<file path="src/rtl/imem_loader_if.sv">
`default_nettype none
//============================================================================
// Module   : imem_loader_if
// Brief    : Byte-stream input and instruction-memory write port of the
//            boot loader, plus its status outputs.
// Revision : 1.0
//============================================================================
interface imem_loader_if;
    logic [7:0]  rx_data;
    logic        rx_valid;
    logic        rx_ready;
    logic        write;
    logic [31:0] addr_in;
    logic [31:0] data;
    logic        cpu_reset;
    logic        done;
    logic        error;

    // master: the loader itself; slave: stream source / memory / core side
    modport master (
        input  rx_data, rx_valid,
        output rx_ready, write, addr_in, data, cpu_reset, done, error
    );
    modport slave (
        output rx_data, rx_valid,
        input  rx_ready, write, addr_in, data, cpu_reset, done, error
    );
endinterface
`default_nettype wire

</file>
<file path="src/rtl/imem_loader.sv">
`default_nettype none
//============================================================================
// Module   : imem_loader
// Brief    : Boot loader: header / little-endian words / XOR checksum stream
//            into instruction-memory writes; releases the core on success.
// Revision : 1.0
//============================================================================
module imem_loader #(
    parameter int unsigned DEPTH      = 128,
    parameter int unsigned START_WORD = 0
) (
    input  wire           clk,
    input  wire           reset,
    imem_loader_if.master bus
);

    localparam logic [2:0] c_ST_HDR0    = 3'd0;
    localparam logic [2:0] c_ST_HDR1    = 3'd1;
    localparam logic [2:0] c_ST_PAYLOAD = 3'd2;
    localparam logic [2:0] c_ST_CSUM    = 3'd3;
    localparam logic [2:0] c_ST_DONE    = 3'd4;
    localparam logic [2:0] c_ST_ERROR   = 3'd5;

    // Room left in memory above START_WORD; a start beyond the end leaves none.
    localparam logic [31:0] c_CAPACITY = (START_WORD >= DEPTH) ? 32'd0 : 32'(DEPTH - START_WORD);
    localparam logic [31:0] c_START    = 32'(START_WORD);

    logic [2:0]  r_state;
    logic [2:0]  w_next_state;
    logic        w_rx_ready;
    logic        w_accept;
    logic [15:0] w_len_full;
    logic        w_oversize;
    logic        w_last_word;

    logic [15:0] r_len;
    logic [1:0]  r_byte_cnt;
    logic [15:0] r_word_cnt;
    logic [7:0]  r_csum;
    logic [23:0] r_word;
    logic        r_write;
    logic [31:0] r_addr;
    logic [31:0] r_data;
    logic        r_cpu_reset;
    logic        r_done;
    logic        r_error;

    assign w_len_full  = {bus.rx_data, r_len[7:0]};
    assign w_oversize  = ({16'd0, w_len_full} > c_CAPACITY);
    assign w_last_word = (r_byte_cnt == 2'd3) && (16'(r_word_cnt + 16'd1) == r_len);

    always_ff @(posedge clk) begin
        if (reset) begin
            r_state <= c_ST_HDR0;
        end else begin
            r_state <= w_next_state;
        end
    end

    always_comb begin
        w_next_state = r_state;
        if (w_accept) begin
            case (r_state)
                c_ST_HDR0: w_next_state = c_ST_HDR1;
                c_ST_HDR1: begin
                    if (w_len_full == 16'd0) begin
                        w_next_state = c_ST_CSUM;
                    end else if (w_oversize) begin
                        w_next_state = c_ST_ERROR;
                    end else begin
                        w_next_state = c_ST_PAYLOAD;
                    end
                end
                c_ST_PAYLOAD: begin
                    if (w_last_word) begin
                        w_next_state = c_ST_CSUM;
                    end
                end
                c_ST_CSUM: w_next_state = (bus.rx_data == r_csum) ? c_ST_DONE : c_ST_ERROR;
                default: w_next_state = r_state;
            endcase
        end
    end

    // rx_ready depends on state only, never on rx_valid
    always_comb begin
        w_rx_ready = 1'b0;
        case (r_state)
            c_ST_HDR0, c_ST_HDR1, c_ST_PAYLOAD, c_ST_CSUM: w_rx_ready = 1'b1;
            default: w_rx_ready = 1'b0;
        endcase
        w_accept = bus.rx_valid && w_rx_ready;
    end

    always_ff @(posedge clk) begin
        if (reset) begin
            r_len       <= 16'd0;
            r_byte_cnt  <= 2'd0;
            r_word_cnt  <= 16'd0;
            r_csum      <= 8'd0;
            r_word      <= 24'd0;
            r_write     <= 1'b0;
            r_addr      <= 32'd0;
            r_data      <= 32'd0;
            r_cpu_reset <= 1'b1;
            r_done      <= 1'b0;
            r_error     <= 1'b0;
        end else begin
            r_write     <= 1'b0;
            r_done      <= (w_next_state == c_ST_DONE);
            r_error     <= (w_next_state == c_ST_ERROR);
            r_cpu_reset <= (w_next_state != c_ST_DONE);
            if (w_accept) begin
                case (r_state)
                    c_ST_HDR0: r_len[7:0]  <= bus.rx_data;
                    c_ST_HDR1: r_len[15:8] <= bus.rx_data;
                    c_ST_PAYLOAD: begin
                        r_csum     <= r_csum ^ bus.rx_data;
                        r_byte_cnt <= r_byte_cnt + 2'd1;
                        case (r_byte_cnt)
                            2'd0: r_word[7:0]   <= bus.rx_data;
                            2'd1: r_word[15:8]  <= bus.rx_data;
                            2'd2: r_word[23:16] <= bus.rx_data;
                            default: begin
                                r_write    <= 1'b1;
                                r_addr     <= c_START + {16'd0, r_word_cnt};
                                r_data     <= {bus.rx_data, r_word};
                                r_word_cnt <= r_word_cnt + 16'd1;
                            end
                        endcase
                    end
                    default: ;
                endcase
            end
        end
    end

    assign bus.rx_ready  = w_rx_ready;
    assign bus.write     = r_write;
    assign bus.addr_in   = r_addr;
    assign bus.data      = r_data;
    assign bus.cpu_reset = r_cpu_reset;
    assign bus.done      = r_done;
    assign bus.error     = r_error;

endmodule
`default_nettype wire

</file>
<file path="src/flat_wrapper.sv">
// flat-port wrapper written by rule: the top's interface ports become plain ports
module imem_loader_flat 
#(
    parameter int unsigned DEPTH      = 128,
    parameter int unsigned START_WORD = 0
)
  (clk, reset, bus_rx_data, bus_rx_valid, bus_rx_ready, bus_write, bus_addr_in, bus_data, bus_cpu_reset, bus_done, bus_error);
  imem_loader_if bus_i ();
  input  wire clk;
  input  wire reset;
  input wire logic [$bits(bus_i.rx_data)-1:0] bus_rx_data;
  input wire logic [$bits(bus_i.rx_valid)-1:0] bus_rx_valid;
  output wire logic [$bits(bus_i.rx_ready)-1:0] bus_rx_ready;
  output wire logic [$bits(bus_i.write)-1:0] bus_write;
  output wire logic [$bits(bus_i.addr_in)-1:0] bus_addr_in;
  output wire logic [$bits(bus_i.data)-1:0] bus_data;
  output wire logic [$bits(bus_i.cpu_reset)-1:0] bus_cpu_reset;
  output wire logic [$bits(bus_i.done)-1:0] bus_done;
  output wire logic [$bits(bus_i.error)-1:0] bus_error;
  assign bus_i.rx_data = bus_rx_data;
  assign bus_i.rx_valid = bus_rx_valid;
  assign bus_rx_ready = bus_i.rx_ready;
  assign bus_write = bus_i.write;
  assign bus_addr_in = bus_i.addr_in;
  assign bus_data = bus_i.data;
  assign bus_cpu_reset = bus_i.cpu_reset;
  assign bus_done = bus_i.done;
  assign bus_error = bus_i.error;
  imem_loader #(.DEPTH(DEPTH), .START_WORD(START_WORD)) u_core (.clk(clk), .reset(reset), .bus(bus_i));
endmodule
</file>
<file path="config.mk">
export PLATFORM = sky130hd
export DESIGN_NAME = imem_loader_flat
export DESIGN_NICKNAME = d
export VERILOG_FILES = /design/src/rtl/imem_loader_if.sv /design/src/rtl/imem_loader.sv /design/src/flat_wrapper.sv
export SDC_FILE = /design/constraint.sdc
export NUM_CORES = 1
export LEC_CHECK = 0
export ABC_CLOCK_PERIOD_IN_PS = 3800
export BUFFER_PORTS_ARGS = -buffer_cell sky130_fd_sc_hd__buf_2
export CAP_MARGIN = 10
export CELL_PAD_IN_SITES_DETAIL_PLACEMENT = 1
export CELL_PAD_IN_SITES_GLOBAL_PLACEMENT = 1
export CORE_MARGIN = 3
export CORE_UTILIZATION = 46
export CTS_BUF_LIST = sky130_fd_sc_hd__clkbuf_4 sky130_fd_sc_hd__clkbuf_8
export DETAILED_ROUTE_END_ITERATION = 8
export PLACE_DENSITY_LB_ADDON = 0.1
export SYNTH_ARGS = -nofsm -noshare
export SYNTH_HDL_FRONTEND = slang
export SYNTH_SLANG_ARGS = --single-unit
</file>
<file path="constraint.sdc">
create_clock -name clk -period 3.8 [get_ports clk]
set_clock_uncertainty 0.15 [all_clocks]
set_input_delay 1.14 -clock clk [delete_from_list [all_inputs] [get_ports clk]]
set_output_delay 1.14 -clock clk [all_outputs]
set_load 0.03 [all_outputs]
</file>
==> impl_metrics.toml <==
[run_status]
status = "completed"

[drt]
drtIter0Drc = 184
wl_um = 13600
first_pass_iters = 4
dr_total_vias = 4544
routed_via_density = 5.30
postRouteAntennaNets = 0
drc = 0
routedWlPerCell_um = 15.9

[run]
cap_violations = 0

[critical_path]
reg2reg_depth = 7
cpPeakStageDelay_ns = 0.51
critPathMaxFanout = 13
cp.arrival_ns = 2.92
crit_path_top_delay_cell = "dfxtp_1"
timing_worst_setup_path_type = "reg2reg"
cp-start-kind = "register"
cp-end-kind = "register"
crit_chain = "ha_1 -> nand3_2 -> nor4_2 -> a31oi_1 -> o221a_1 -> or4_1 -> o21ai_1"
worst-path-stages = 7
crit_buf_inv = 0
cp.required_ns = 4.00
crit_family = "simple AND/OR/NAND/NOR gates"

[power]
power.density_nw_per_um2 = 448
ir_worst_vdd_v = 0.000247
total_power_mw = 2.66
cellLeakagePower_nw = 2.20

[global_route]
grt_overflow = 0
grt_start_max_net_pins = 80
grt_pass1_wl_um = 22700
antenna_found_initial = 0
grt_usage_pct = 22.0
grt_pass1_vias = 4676

[yosys]
yosysWarnings = 0
ys_seq_area_share_pct = 46.1
synthesis.area_sq_um = 5260
ys_ff_latch = 121
avgSynthCellArea_sq_um = 7.84
synth.distinct_cells = 45
async_flop_share_pct = 0
synthFlopType = "dfxtp_1"
synth_edf_count = 0
syn_inst = 671

[clocking]
path_clk_slew_ns = 0.07
post_cts_resized = 0
clockBufferDepth = 2
htree_levels = 4
cts_tree = "yes"
cts_root_buf = "clkbuf_8"
hold_buffers = 0
clock_sink_count = 121
cts_setup_buffers = 0
cts_buffers = 17
clkLatencyLatePin_ns = 0.44

[sta]
finalSetupTns_ns = 0
maxClockFrequency_mhz = 368
setup_ws_ns = 1.08
setup_viol = 0
grt_setup_unrepaired = "false"
finalMaxSlewViolations = 0
worstMarginPinSlew_ns = 0.842
period_share_pct = 71.6
period_minus_slack_ns = 2.72
finalHoldViolations = 0
relSlewSlack_pct = 43.4
whs_ns = 0.303

[floorplan]
boundaryPins = 80
coreArea_sq_um = 11000
initial_core_util_pct = 47.9
die_y_um = 113
die_w_um = 113
core.rowCount = 38
die-area_sq_um = 12800

[placed_design]
placed_cells = 826
place.gp.congestion = 0.817
port_buffers = 63
pre_cts_slack_ns = 0.821
dp_hpwl_um = 9280
place_area_sq_um = 5520

[finish]
drive_above_1_share_pct = 15.3
layout_commonest_cell = "nand2_1"
final_cell_mix = "180 x nand2_1, 121 x dfxtp_1, 99 x a21oi_1"
nNetsFinal = 721
fin_util_pct = 54.1
num_antenna_cells = 0
stdcell_area_sq_um = 5940
layout.cells.non_filler = 857
area_growth_pct = 13.0

[hold_path]
hold_depth = 2
hp-class = "reg2reg"
cells in the mapped netlist, drive strengths merged, types with 7 or more instances:
cell type / instances / area (sq um)
nand2: 181 / 679
dfxtp: 121 / 2420
a21oi: 99 / 495
clkbuf: 39 / 146
nor2: 39 / 149
nand3: 37 / 190
xnor2: 34 / 305
buf: 29 / 193
xor2: 21 / 184
nor4: 9 / 62.6
inv: 7 / 26.3
nor3: 7 / 35.0
power by group:
group / total (mW) / internal, mW / switching [mW]
Sequential: 1.30 / 1.28 / 0.0142
Clock: 1.22 / 0.726 / 0.495
Combinational: 0.147 / 0.0410 / 0.106
Total: 2.66 / 2.05 / 0.615
flip-flops by register name (all words and copies together), names as in the netlist:
signal	flops
u_core.bus.addr_in	16
u_core.bus.cpu_reset	1
u_core.bus.data	32
u_core.bus.done	1
u_core.bus.error	1
u_core.bus.write	1
u_core.r_byte_cnt	2
u_core.r_csum	8
u_core.r_len	16
u_core.r_state	3
u_core.r_word	24
u_core.r_word_cnt	16
worst reg2reg max path: cells and delay by family, from the launching register on:
kind / cells / cell delay, ns
AO/OA/AOI/OAI: 3 / 0.48
AND/OR/NAND/NOR: 3 / 1.15
adder cells (fa/ha/maj): 1 / 0.36
flip-flops: 1 / 0.51
logic make-up (layout without fill, tap and decap cells):
kind of cell / Yosys count / count (layout) / share of synthesized area, %
other cells: 1 / 16 / 0.0713
buf+inv: 75 / 106 / 6.95
xor+xnor: 55 / 55 / 9.30
fa+ha+maj: 5 / 5 / 1.19
simple gates: 300 / 300 / 25.0
compound gates: 114 / 114 / 11.4
flops: 121 / 121 / 46.1
per-layer routing:
| layer | share of wire, % | track usage (%) |
|---|---|---|
| met1 | 46 | 27.1 |
| met2 | 48 | 37.2 |
| met3 | 3.7 | 5.08 |
| met4 | 1.8 | 8.81 |
| met5 | 0 | 0 |
final timing paths:
| kind | to | from | slack (ns) |
|---|---|---|---|
| hold / removal | u_core.bus.addr_in[12] | u_core.bus.addr_in[12] | 0.30 |
| setup reg to reg | u_core.r_state[0] | u_core.r_word_cnt[0] | 1.08 |
| setup / recovery | u_core.r_state[0] | u_core.r_word_cnt[0] | 1.08 |
| hold reg to reg | u_core.bus.addr_in[12] | u_core.bus.addr_in[12] | 0.30 |
final cells by class:
| class | count | area (sq um) |
|---|---|---|
| Timing Repair Buffer | 68 | 368 |
| Fill cell | 1384 | 5040 |
| Clock inverter | 7 | 116 |
| Multi-Input combinational cell | 490 | 2530 |
| Inverter | 7 | 26.3 |
| Sequential cell | 121 | 2420 |
| Clock buffer | 24 | 305 |
| Tap cell | 140 | 175 |
Power figures use the tool's default switching activity.
